**config.mk**
```make
export PLATFORM = sky130hd
export DESIGN_NAME = avr_uart_tx
export DESIGN_NICKNAME = d
export VERILOG_FILES = /design/src/rtl/avr_uart_tx.sv
export SDC_FILE = /design/constraint.sdc
export NUM_CORES = 1
export LEC_CHECK = 0
export ABC_AREA = 1
export CAP_MARGIN = 20
export CELL_PAD_IN_SITES_DETAIL_PLACEMENT = 1
export CELL_PAD_IN_SITES_GLOBAL_PLACEMENT = 1
export CORE_UTILIZATION = 46
export DETAILED_ROUTE_END_ITERATION = 8
export PLACE_DENSITY_LB_ADDON = 0.08
export SETUP_SLACK_MARGIN = 0.02
export SYNTH_ARGS = -nofsm -noshare
export SYNTH_HDL_FRONTEND = slang
export SYNTH_SLANG_ARGS = --single-unit
```
**constraint.sdc**
```tcl
create_clock -name clk -period 5.2 [get_ports clk]
set_input_delay 1.3 -clock clk [delete_from_list [all_inputs] [get_ports clk]]
set_output_delay 1.3 -clock clk [all_outputs]
set_load 0.05 [all_outputs]
```
**src/rtl/avr_uart_tx.sv**
```systemverilog
// -----------------------------------------------------------------------------
// avr_uart_tx
//
// Memory-mapped 8N1 UART transmitter on the avr_cpu data bus. It sits in
// parallel with the data RAM. CPU byte writes to ADDR_DATA are queued in a
// small FIFO and sent on tx, LSB first. The CPU polls ADDR_STATUS for
//   {4'b0, overflow, busy, empty, full}.
// Read data is registered, so reads have the same one-cycle latency as the
// data RAM. data_sel is the matching bus-mux select.
//
// Parameters
//   ADDR_DATA    write: enqueue byte; read: returns 8'h00
//   ADDR_STATUS  read: status byte; writes ignored
//   DIVISOR      clk cycles per serial bit (1..65535)
//   FIFO_DEPTH   FIFO entries, power of two, >= 2
//
// Ports
//   clk         clock, all state updates on posedge
//   reset       synchronous, active-low
//   data_addr   CPU data address
//   data_wen    CPU write strobe (one cycle per access)
//   data_ren    CPU read strobe (one cycle per access)
//   data_write  CPU write data
//   data_read   registered read data, valid the cycle after data_ren
//   data_sel    registered, high while data_read carries a hit
//   tx          serial line, idle high, registered
// -----------------------------------------------------------------------------
module avr_uart_tx #(
  parameter logic [15:0] ADDR_DATA   = 16'h0030,
  parameter logic [15:0] ADDR_STATUS = 16'h0031,
  parameter int unsigned DIVISOR     = 4,
  parameter int unsigned FIFO_DEPTH  = 4
) (
  input  logic        clk,
  input  logic        reset,
  input  logic [15:0] data_addr,
  input  logic        data_wen,
  input  logic        data_ren,
  input  logic [7:0]  data_write,
  output logic [7:0]  data_read,
  output logic        data_sel,
  output logic        tx
);

  localparam int DATA_W = 8;
  localparam int PTR_W  = $clog2(FIFO_DEPTH);
  localparam int CNT_W  = PTR_W + 1;

  localparam logic [CNT_W-1:0] CNT_FULL   = CNT_W'(FIFO_DEPTH);
  localparam logic [15:0]      DIV_RELOAD = 16'(DIVISOR - 1);

  typedef enum logic [1:0] {
    S_IDLE  = 2'd0,
    S_START = 2'd1,
    S_DATA  = 2'd2,
    S_STOP  = 2'd3
  } state_t;

  // Status byte layout seen by the CPU.
  function automatic logic [DATA_W-1:0] pack_status(
    input logic ovf_bit,
    input logic busy_bit,
    input logic empty_bit,
    input logic full_bit
  );
    pack_status = {4'b0000, ovf_bit, busy_bit, empty_bit, full_bit};
  endfunction

  // ---------------------------------------------------------------------------
  // p0: bus decode (combinational, from the strobes of the current cycle)
  // ---------------------------------------------------------------------------
  logic wr_hit_p0;
  logic rd_data_hit_p0;
  logic rd_stat_hit_p0;

  assign wr_hit_p0      = data_wen && (data_addr == ADDR_DATA);
  assign rd_data_hit_p0 = data_ren && (data_addr == ADDR_DATA);
  assign rd_stat_hit_p0 = data_ren && (data_addr == ADDR_STATUS);

  // ---------------------------------------------------------------------------
  // Transmit FIFO
  // ---------------------------------------------------------------------------
  logic [DATA_W-1:0] fifo_mem [FIFO_DEPTH];
  logic [PTR_W-1:0]  wr_ptr;
  logic [PTR_W-1:0]  rd_ptr;
  logic [CNT_W-1:0]  count;
  logic              fifo_full;
  logic              fifo_empty;
  logic              push;
  logic              pop;

  assign fifo_full  = (count == CNT_FULL);
  assign fifo_empty = (count == '0);

  // Full is sampled before the same-edge pop, so a write to a full FIFO is
  // dropped even when the transmitter frees a slot at that edge.
  assign push = wr_hit_p0 && !fifo_full;

  always_ff @(posedge clk) begin
    if (!reset) begin
      wr_ptr <= '0;
      rd_ptr <= '0;
      count  <= '0;
    end else begin
      if (push) begin
        wr_ptr <= wr_ptr + 1'b1;
      end
      if (pop) begin
        rd_ptr <= rd_ptr + 1'b1;
      end
      case ({push, pop})
        2'b10:   count <= count + 1'b1;
        2'b01:   count <= count - 1'b1;
        default: count <= count;
      endcase
    end
  end

  // Storage is not reset; count/pointers decide what is valid.
  always_ff @(posedge clk) begin
    if (push) begin
      fifo_mem[wr_ptr] <= data_write;
    end
  end

  // ---------------------------------------------------------------------------
  // Transmit FSM
  // ---------------------------------------------------------------------------
  state_t            state;
  state_t            state_nxt;
  logic [15:0]       div_cnt;
  logic [2:0]        bit_cnt;
  logic [DATA_W-1:0] shreg;
  logic              bit_end;
  logic              last_bit;
  logic              busy;

  logic              tx_nxt;
  logic              div_load;
  logic              div_dec;
  logic              bit_clr;
  logic              bit_inc;
  logic              shift;

  // div_cnt counts down from DIVISOR-1; reaching zero ends the current bit.
  assign bit_end  = (div_cnt == '0);
  assign last_bit = (bit_cnt == 3'd7);
  assign busy     = (state != S_IDLE) || !fifo_empty;

  always_ff @(posedge clk) begin
    if (!reset) begin
      state <= S_IDLE;
    end else begin
      state <= state_nxt;
    end
  end

  always_comb begin
    state_nxt = state;
    case (state)
      S_IDLE: begin
        if (!fifo_empty) begin
          state_nxt = S_START;
        end
      end
      S_START: begin
        if (bit_end) begin
          state_nxt = S_DATA;
        end
      end
      S_DATA: begin
        if (bit_end && last_bit) begin
          state_nxt = S_STOP;
        end
      end
      S_STOP: begin
        if (bit_end) begin
          state_nxt = fifo_empty ? S_IDLE : S_START;
        end
      end
      default: state_nxt = S_IDLE;
    endcase
  end

  // tx_nxt is the line level for the cycle after this edge. A pop always
  // starts a start bit, which is how back-to-back frames avoid an idle gap.
  always_comb begin
    pop      = 1'b0;
    tx_nxt   = tx;
    div_load = 1'b0;
    div_dec  = 1'b0;
    bit_clr  = 1'b0;
    bit_inc  = 1'b0;
    shift    = 1'b0;
    case (state)
      S_IDLE: begin
        tx_nxt = 1'b1;
        if (!fifo_empty) begin
          pop      = 1'b1;
          tx_nxt   = 1'b0;
          div_load = 1'b1;
        end
      end
      S_START: begin
        if (bit_end) begin
          tx_nxt   = shreg[0];
          div_load = 1'b1;
          bit_clr  = 1'b1;
        end else begin
          div_dec = 1'b1;
        end
      end
      S_DATA: begin
        if (bit_end) begin
          div_load = 1'b1;
          if (last_bit) begin
            tx_nxt = 1'b1;
          end else begin
            // shreg[0] is the bit on the line now; the next one is shreg[1].
            tx_nxt  = shreg[1];
            shift   = 1'b1;
            bit_inc = 1'b1;
          end
        end else begin
          div_dec = 1'b1;
        end
      end
      S_STOP: begin
        if (bit_end) begin
          div_load = 1'b1;
          if (!fifo_empty) begin
            pop    = 1'b1;
            tx_nxt = 1'b0;
          end else begin
            tx_nxt = 1'b1;
          end
        end else begin
          div_dec = 1'b1;
        end
      end
      default: begin
        tx_nxt = 1'b1;
      end
    endcase
  end

  always_ff @(posedge clk) begin
    if (!reset) begin
      tx      <= 1'b1;
      div_cnt <= '0;
      bit_cnt <= '0;
    end else begin
      tx <= tx_nxt;
      if (div_load) begin
        div_cnt <= DIV_RELOAD;
      end else if (div_dec) begin
        div_cnt <= div_cnt - 1'b1;
      end
      if (bit_clr) begin
        bit_cnt <= '0;
      end else if (bit_inc) begin
        bit_cnt <= bit_cnt + 1'b1;
      end
    end
  end

  always_ff @(posedge clk) begin
    if (pop) begin
      shreg <= fifo_mem[rd_ptr];
    end else if (shift) begin
      shreg <= {1'b0, shreg[DATA_W-1:1]};
    end
  end

  // ---------------------------------------------------------------------------
  // Overflow flag: set by a dropped write, cleared by a status read; a new
  // overflow at the same edge as the clearing read wins.
  // ---------------------------------------------------------------------------
  logic ovf;

  always_ff @(posedge clk) begin
    if (!reset) begin
      ovf <= 1'b0;
    end else if (wr_hit_p0 && fifo_full) begin
      ovf <= 1'b1;
    end else if (rd_stat_hit_p0) begin
      ovf <= 1'b0;
    end
  end

  // ---------------------------------------------------------------------------
  // p1: registered read data; status captured from pre-edge state
  // ---------------------------------------------------------------------------
  logic [DATA_W-1:0] rd_data_p1;
  logic              vld_p1;

  always_ff @(posedge clk) begin
    if (!reset) begin
      rd_data_p1 <= '0;
      vld_p1     <= 1'b0;
    end else begin
      vld_p1     <= rd_data_hit_p0 || rd_stat_hit_p0;
      rd_data_p1 <= rd_stat_hit_p0 ? pack_status(ovf, busy, fifo_empty, fifo_full)
                                   : '0;
    end
  end

  assign data_read = rd_data_p1;
  assign data_sel  = vld_p1;

endmodule

```
==> results.py <==
metrics = {
    "worst_setup_path": {
        "crit_family": "simple AND/OR/NAND/NOR gates",
        "required_ns": 5.48,
        "worstPathArrival_ns": 3.50,
        "worst_path_max_delay_cell": "fa_1",
        "crit_cells": 11,
        "critPathMaxFanout": 8,
        "rr_worst_depth": 12,
        "worstPathCellList": "clkdlybuf4s50_1 -> nor2_1 -> nand2_1 -> nor2_1 -> nand4_1 -> ha_1 -> inv_1 -> fa_1 -> nor2_1 -> a21oi_1 -> nor2_1",
        "cp_common_cell": "nor2_1",
        "worstSetupEndpointType": "register",
        "startpoint_type": "input port",
        "path_buf_inv": 2,
        "worstSetupPathType": "in2reg",
        "cpPeakStageDelay_ns": 0.42,
    },
    "floorplanning": {
        "io_pins": 38,
        "start_util_pct": 47.12,
        "core_area_um2": 8175,
        "die_h_um": 93.52,
        "dieArea_um2": 8745,
        "rows": 33,
        "dieWidth_um": 93.52,
    },
    "drt": {
        "dr_total_vias": 2970,
        "wl_per_cell_um": 14.20,
        "routed_wl_mm": 8.432,
        "drc_errors": 0,
        "firstDrtPassIters": 4,
        "viasPerCell": 5.000,
        "drt_iter0_markers": 93,
        "antenna_left": 0,
    },
    "clocking": {
        "cts_resized": 0,
        "numCtsBuffers": 9,
        "postCtsHoldBufs": 0,
        "clk_latency_ns": 0.35,
        "cts_tree": "done",
        "cts.sinks": 77,
        "path_clk_slew_ns": 0.08,
        "cts_setup_buffers": 0,
        "cts_max_level": 3,
        "root_buffer": "clkbuf_8",
        "cts_buffer_depth": 2,
    },
    "grt": {
        "grt_pass1_wl_mm": 14.43,
        "grt_pass1_vias": 3178,
        "antenna_found_initial": 0,
        "grt_overflow": 0,
        "grt_max_degree": 18,
        "track_usage_pct": 21.64,
    },
    "placed_design": {
        "routabilityCongestion": 0.7573,
        "port_buffers": 33,
        "place_ws_ns": 1.601,
        "dp_hpwl_mm": 6.231,
    },
    "timing": {
        "slew_violations": 0,
        "finalSetupViolations": 0,
        "worst_pin_slew_ns": 0.8239,
        "slew_headroom_pct": 44.87,
        "max_freq_ghz": 0.3108,
        "setup_ws_ns": 1.982,
        "finalHoldViolations": 0,
        "fin_tns_setup_ns": 0,
        "rsz0062_at_grt": "false",
        "finClkSkew_ns": 0.01196,
        "min_period_ns": 3.218,
        "period_share_pct": 61.88,
    },
    "yosys": {
        "synthDistinctLibCells": 35,
        "syn_inst": 448,
        "syn-cell-area_um2": 3852,
        "syn_area_per_cell_um2": 8.599,
        "seq_area_frac_synth_pct": 50.41,
        "synth_seq_cells": 77,
        "synth_warnings": 0,
    },
    "run": {
        "drv_cap": 0,
    },
    "layout": {
        "finalCoreUtilization_pct": 54.19,
        "layout-drive-gt1-share_pct": 7.975,
        "fillerInstances": 985,
        "nets": 527,
        "syn_to_final_growth_pct": 15.00,
        "antenna_cells": 0,
    },
    "min_path": {
        "hold_path_class": "reg2reg",
        "holdPathStages": 2,
    },
    "power_and_ir_drop": {
        "total_power_uw": 2513,
        "p_leak_uw": 0.001824,
        "power_density_nw_per_um2": 567.3,
        "peakVddDrop_mv": 0.2457,
    },
    "status": {
        "outcome": "completed",
    },
}
[tightest hold or removal path, delay by kind of cell, from the launching register on]
family                 cells  cell delay [ns]
flip-flops                 1             0.32
AND/OR/NAND/NOR            1             0.04
buffers and inverters      1             0.05
[path summary, 6_finish.rpt]
path,startpoint,endpoint,slack (ns)
setup / recovery,data_addr[12],count[1],1.98
hold / removal,ovf,data_read[3],0.44
setup reg to reg,state[0],count[2],2.51
hold reg to reg,ovf,data_read[3],0.44
[cells in the final DEF (no fill, tap or decap), drive strengths merged]
master / n
a21oi: 23
a31oi: 1
clkbuf: 9
clkdlybuf4s50: 33
clkinvlp: 2
conb: 4
dfxtp: 37
edfxtp: 40
fa: 1
ha: 14
inv: 49
nand2: 119
nand3: 14
nand3b: 6
nand4: 4
nor2: 79
nor3: 6
nor3b: 3
o211ai: 4
o21ai: 24
o22ai: 7
or2: 2
xnor2: 2
xor2: 6
[metal layers]
metal | wire length, um | vias up | track usage [%]
met2 | 4498 | 38 | 40.01
met5 | 0 | - | 0
met3 | 155 | 14 | 3.984
li1 | - | 1527 | -
met1 | 3643 | 1391 | 23.96
met4 | 135 | 0 | 9.615
[Yosys cell counts]
| library cell | number | area share [%] |
|---|---|---|
| nand2_1 | 112 | 11 |
| nor2_1 | 72 | 7.0 |
| buf_6 | 3 | 0.88 |
| nand2_4 | 4 | 1.2 |
| buf_4 | 4 | 0.78 |
| o21ai_0 | 24 | 3.1 |
| xnor2_1 | 2 | 0.45 |
| nand4_1 | 4 | 0.65 |
| conb_1 | 1 | 0.097 |
| or2_2 | 2 | 0.32 |
| nand2_2 | 3 | 0.49 |
| a31oi_1 | 1 | 0.16 |
| nor2_8 | 2 | 1.0 |
| o211ai_1 | 3 | 0.58 |
| a21oi_4 | 1 | 0.42 |
| nand3_1 | 11 | 1.4 |
| a21oi_2 | 1 | 0.23 |
| nor3_1 | 6 | 0.78 |
| nand3_2 | 3 | 0.78 |
| ha_1 | 14 | 4.5 |
| clkbuf_1 | 3 | 0.29 |
| inv_2 | 1 | 0.097 |
| nand3b_1 | 6 | 1.2 |
| buf_2 | 1 | 0.13 |
| o22ai_1 | 7 | 1.1 |
| xor2_1 | 6 | 1.4 |
| inv_1 | 43 | 4.2 |
| dfxtp_1 | 37 | 19 |
| o211ai_2 | 1 | 0.32 |
| edfxtp_1 | 40 | 31 |
| nor2_2 | 2 | 0.32 |
| nor3b_1 | 3 | 0.58 |
| fa_1 | 1 | 0.52 |
| nor2_4 | 3 | 0.88 |
| a21oi_1 | 21 | 2.7 |
[logic make-up (layout without fill, tap and decap cells)]
| logic type | after synthesis | in the layout | synth area share [%] |
|---|---|---|---|
| other cells | 1 | 4 | 0.09734 |
| compound gates | 59 | 59 | 8.704 |
| fa+ha+maj | 15 | 15 | 5.067 |
| buf+inv | 55 | 93 | 6.365 |
| flops | 77 | 77 | 50.41 |
| xor+xnor | 8 | 8 | 1.819 |
| simple gates | 233 | 233 | 27.54 |
[layout make-up]
class / count / area, um2 / area share (%)
flip-flops and latches: 77 / 1942 / 43.83
multi-input cells: 319 / 1677 / 37.84
repair buffers: 33 / 330.3 / 7.456
inverters: 44 / 165.2 / 3.728
well taps: 105 / 131.4 / 2.965
clock buffers: 9 / 123.9 / 2.796
clock inverters: 7 / 61.31 / 1.384
[power breakdown]
part	leakage (uW)	internal, uW	switching (uW)
combinational	0.00108	490	821
clock	0.0000892	183	250
sequential	0.000658	697	72.1
total	0.00182	1370	1140
[through the flow]
step / instances / area, um2 / hold slack (ns)
floorplan: 451 / 3864 / 0.4127
CTS: 594 / 4431 / 0.4487
finish: 594 / 4431 / 0.4423
global route: 594 / 4431 / 0.4822
detailed placement: 578 / 4245 / 0.4379
global placement: 578 / 4245 / 0.4300
[sequential cells by signal (all words and copies together) (netlist names), named ones only]
signal     cells
bit_cnt        3
count          3
data_read      4
data_sel       1
div_cnt       16
fifo_mem      32
ovf            1
rd_ptr         2
shreg          8
state          2
tx             1
wr_ptr         2
No activity file was read; power rests on OpenSTA's default activity.
==> RTL edit 1, RTL diff (config.mk and constraints unchanged) <==
Add an input register stage for `data_addr`, `data_wen`, `data_ren` and `data_write`, cleared by the reset; this delays them by one clock. Comments in the files are not updated.
--- a/src/rtl/avr_uart_tx.sv
+++ b/src/rtl/avr_uart_tx.sv
@@ -58,2 +58,21 @@
 
+  logic [15:0] data_addr_q;
+  logic data_wen_q;
+  logic data_ren_q;
+  logic [7:0] data_write_q;
+
+  always_ff @(posedge clk) begin
+    if (!reset) begin
+      data_addr_q  <= '0;
+      data_wen_q   <= '0;
+      data_ren_q   <= '0;
+      data_write_q <= '0;
+    end else begin
+      data_addr_q  <= data_addr;
+      data_wen_q   <= data_wen;
+      data_ren_q   <= data_ren;
+      data_write_q <= data_write;
+    end
+  end
+
   // Status byte layout seen by the CPU.
@@ -75,5 +94,5 @@
 
-  assign wr_hit_p0      = data_wen && (data_addr == ADDR_DATA);
-  assign rd_data_hit_p0 = data_ren && (data_addr == ADDR_DATA);
-  assign rd_stat_hit_p0 = data_ren && (data_addr == ADDR_STATUS);
+  assign wr_hit_p0      = data_wen_q && (data_addr_q == ADDR_DATA);
+  assign rd_data_hit_p0 = data_ren_q && (data_addr_q == ADDR_DATA);
+  assign rd_stat_hit_p0 = data_ren_q && (data_addr_q == ADDR_STATUS);
 
@@ -121,3 +140,3 @@
     if (push) begin
-      fifo_mem[wr_ptr] <= data_write;
+      fifo_mem[wr_ptr] <= data_write_q;
     end
Check against the original RTL: not equivalent (Yosys sat finds a counterexample within 4 cycles, from zero or initial values and one cycle with reset low).
==> RTL edit 1 against the unedited design <==
Sequential cell count is 26 higher. Clock power is 20% higher. Power is 8.3% lower. Core utilization increased by 0.45 points. Area after synthesis increased by 17%. Via count is 15% higher. Routed wire length grew 15%. Sequential power is 31% higher. Worst setup slack improved by 0.14 ns. Cell area grew 16%.
==> RTL edit 1: results <==
group,metric,value,unit
grt,grt_max_degree,27,
layout,final_cells,701,
layout,drive_gt1_share,4.55,%
layout,nNetsFinal,610,
yosys,dominantRegCellSynth,"dfxtp_1",
yosys,synth_area_leaders,"dfxtp_1 (28%), edfxtp_1 (27%), nand2_1 (12%), nor2_1 (6.4%), inv_1 (5.8%)",
worst_setup_path,r2r_cells,13,
cts,clock_latency,0.37,ns
layout,nFillCells,1191,
placed_design,dp.cells,685,
worst_setup_path,cp_top_family,"simple AND/OR/NAND/NOR gates",
layout,largest_registers,"fifo_mem x32, data_addr_q x16, div_cnt x16",
placed_design,place_ws,2.02,ns
layout,num_antenna_cells,0,
yosys,yosysUniqueCellTypes,32,
drt,first_pass_iters,4,
placed_design,place_area,0.00492,mm2
cts,cts_buffer_depth,2,
yosys,ys_warn_count,0,
worst_setup_path,crit_slowest_cell,"nand2_1",
cts,clk_pin_slew,0.10,ns
grt,track_usage,20.5,%
drt,wl_per_cell,13.9,um
drt,num_vias,3426,
grt,grt_pass1_wl,16.2,mm
drt,drtIter0Drc,89,
placed_design,hpwl,7.04,mm
worst_setup_path,path_max_fanout,11,
sta,relSlewSlack,31.3,%
run_status,outcome,"finished clean",
yosys,synth_commonest_cells,"nand2_1 (141), nor2_1 (77), inv_1 (70)",
cts,postCtsSetupBuffers,0,
power,switchingPower,0.000872,W
worst_setup_path,worstPathArrival,3.34,ns
grt,antenna_found_initial,0,
placed_design,port_buffers,33,
yosys,synth-seq-area-share,54.5,%
layout,fin_area,0.00512,mm2
yosys,async_reset_ff_share,0,%
cts,numCtsBuffers,9,
yosys,netlist_instances,535,
worst_setup_path,cpPeakStageDelay,0.47,ns
placed_design,gp_congestion,0.787,
sta,fin_skew,0.00857,ns
power,ir_drop,0.000239,V
worst_hold_path,holdPathStages,2,
power,p_leak,2.31,nW
grt,grt_pass1_vias,3529,
[RTL edit 1: changes by cell type in the layout (fill, tap and decap cells not counted), sizes merged, moves of 2 or more]
cell / delta
a21oi: -3
clkbuf: +2
dfxtp: +26
inv: +24
nand2: +26
nand3: +5
nor2: +2
nor3b: -3
o211ai: -3
[RTL edit 1: cell type report]
type / count / area share, %
repair buffers: 34 / 6.60
well taps: 129 / 3.15
clock inverters: 5 / 1.29
multi-input cells: 348 / 33.1
inverters: 71 / 5.20
flip-flops and latches: 103 / 48.1
clock buffers: 11 / 2.57
[RTL edit 1: path summary, 6_finish.rpt]
kind / start / to / slack [ns]
max: div_cnt[0] / count[2] / 2.13
min: ovf / data_read[3] / 0.46
max reg2reg: div_cnt[0] / count[2] / 2.13
min reg2reg: ovf / data_read[3] / 0.46
[RTL edit 1: power groups by stage]
stage / clock [W] / combinational [W] / sequential [W]
2_1_floorplan: 0 / 0.000627 / 0.00101
3_3_place_gp: 0 / 0.000751 / 0.00102
3_5_place_dp: 0 / 0.000777 / 0.00103
4_1_cts: 0.000535 / 0.000786 / 0.00101
5_1_grt: 0.000559 / 0.000892 / 0.00102
6_report: 0.000521 / 0.000773 / 0.00101
[RTL edit 1: kinds of logic (layout without fill, tap and decap cells)]
family,after synthesis,in the layout,synth area share (%)
AOI/OAI and AO/OA,56,56,6.59
xor gates and xnor gates,8,8,1.55
adders and majority gates,15,15,4.32
buffers and inverters,87,121,8.30
DFF,103,103,54.5
other,1,4,0.0829
and+or+nand+nor,265,265,24.7
[RTL edit 1: routing by layer]
metal,routed length [um],up-vias,global-route usage [%]
li1,-,1741,-
met1,4350,1642,23.7
met2,5050,33,37.9
met3,197,10,4.00
met4,133,0,6.69
met5,0,-,0
==> RTL edit 2, RTL diff (same settings) <==
Without the edit above. `FIFO_DEPTH`: 4 -> 2.
--- a/src/rtl/avr_uart_tx.sv
+++ b/src/rtl/avr_uart_tx.sv
@@ -31,3 +31,3 @@
   parameter int unsigned DIVISOR     = 4,
-  parameter int unsigned FIFO_DEPTH  = 4
+  parameter int unsigned FIFO_DEPTH  = 2
 ) (
Formal check against the unedited RTL: not equivalent (a bounded check fails within 10 cycles, from zero or initial values and one cycle with reset low).
==> RTL edit 2 against the unedited design <==
Area after synthesis is 24% lower. Cell area down 21%. Via count down 23%. Routed wire length fell by 27%. Register-to-register slack better by 0.70 ns. Non-clock buffer count did not move. First-iteration DRC count shrank 41%. Sequential cell count fell by 20. Clock skew down 0.0030 ns. Power decreased by 5.9%. Worst setup slack gained 0.24 ns. Critical path type unchanged. Largest cell class unchanged.
==> RTL edit 2: results <==
group,metric,value,unit
run_status,outcome,"finished clean",
yosys,synth-seq-area-share,47.3,%
worst_setup_path,cpPeakStageDelay,0.57,ns
grt,grt_pass1_wl,10.0,mm
cts,root_buffer,"clkbuf_8",
worst_setup_path,worstPathArrival,2.95,ns
yosys,synth_area_leaders,"edfxtp_1 (25%), dfxtp_1 (23%), nand2_1 (9.1%), nor2_1 (6.2%), inv_1 (5.0%)",
yosys,synth_edf_count,24,
placed_design,hpwl,4.66,mm
grt,grt_max_degree,20,
worst_setup_path,crit_slowest_cell,"nor2_1",
yosys,synth-compound-area-share,9.50,%
grt,track_usage,20.2,%
yosys,synth_commonest_cells,"nand2_1 (71), nor2_1 (48), inv_1 (39)",
sta,relSlewSlack,55.8,%
sta,fin_skew,0.00897,ns
layout,drive_gt1_share,13.4,%
yosys,synth_fa_ha_area_share,3.85,%
yosys,async_reset_ff_share,0,%
drt,vias_per_cell,4.96,
worst_setup_path,cp_top_family,"simple AND/OR/NAND/NOR gates",
drt,postRouteWirelength,6.19,mm
yosys,yosysUniqueCellTypes,39,
cts,numCtsBuffers,9,
placed_design,gp_congestion,0.817,
layout,nNetsFinal,419,
cts,post_cts_resized,0,
power,p_leak,1.43,nW
drt,drtIter0Drc,55,
layout,largest_registers,"div_cnt x16, fifo_mem x16, shreg x8",
grt,grt_pass1_vias,2316,
placed_design,port_buffers,33,
placed_design,place_ws,1.84,ns
yosys,synthXorXnorAreaFrac,2.10,%
yosys,synth.area.mux_share,0,%
yosys,dominantRegCellSynth,"dfxtp_1",
power,ir_drop,0.000357,V
==> RTL edit 2: cell families (layout without fill, tap and decap cells) <==
group / Yosys count / after routing
AOI/OAI and AO/OA: 47 / 47
buffers and inverters: 52 / 92
and+or+nand+nor: 171 / 171
xor gates and xnor gates: 7 / 7
adders and majority gates: 9 / 9
DFF: 57 / 57
other: 1 / 4
==> RTL edit 2: layout make-up <==
type	instances	area, um2
multi-input combinational	238	1310
sequential	57	1380
clock buffer	9	124
inverter	43	171
fill	727	2520
timing repair buffer	33	330
clock inverter	7	103
tap	75	93.8
==> RTL edit 2: worst register-to-register path, cell delays in order (launching register included) <==
cell     delay (ns)
dfxtp_1        0.38
inv_1          0.12
ha_1           0.37
inv_1          0.10
nand3_1        0.18
nand2_8        0.20
inv_4          0.06
nand2_1        0.27
==> RTL edit 2: through the flow <==
stage	std cells	total power, W	hold slack (ns)	instance area, um2	util, %
after global placement	446	0.00187	0.422	3280	54.5
after floorplan	347	0.00169	0.405	2930	-
after detailed placement	446	0.00191	0.437	3280	54.5
final	462	0.00237	0.436	3510	58.2
after global routing	462	0.00255	0.464	3510	58.2
after CTS	462	0.00240	0.446	3510	58.2
==> RTL edit 2: layer usage <==
layer / global-route usage [%] / part of all wire [%] / up-vias
met3: 5.44 / 3.1 / 7
met5: 0 / 0 / -
li1: - / - / 1180
met1: 20.5 / 42 / 1062
met4: 7.72 / 1.2 / 0
met2: 38.7 / 54 / 43
==> RTL edit 2: power by group <==
group | internal [W] | total (W) | switching (W)
sequential | 0.000607 | 0.000696 | 0.0000891
clock | 0.000274 | 0.000471 | 0.000196
combinational | 0.000414 | 0.00120 | 0.000785
==> RTL edit 2: path summary, 6_finish.rpt <==
check / start / to / depth (start not counted) / slack (ns)
setup / recovery: data_addr[6] / fifo_mem[1][1] / 6 / 2.22
hold / removal: ovf / data_read[3] / 2 / 0.44
setup reg to reg: state[0] / shreg[6] / 7 / 3.21
hold reg to reg: ovf / data_read[3] / 2 / 0.44
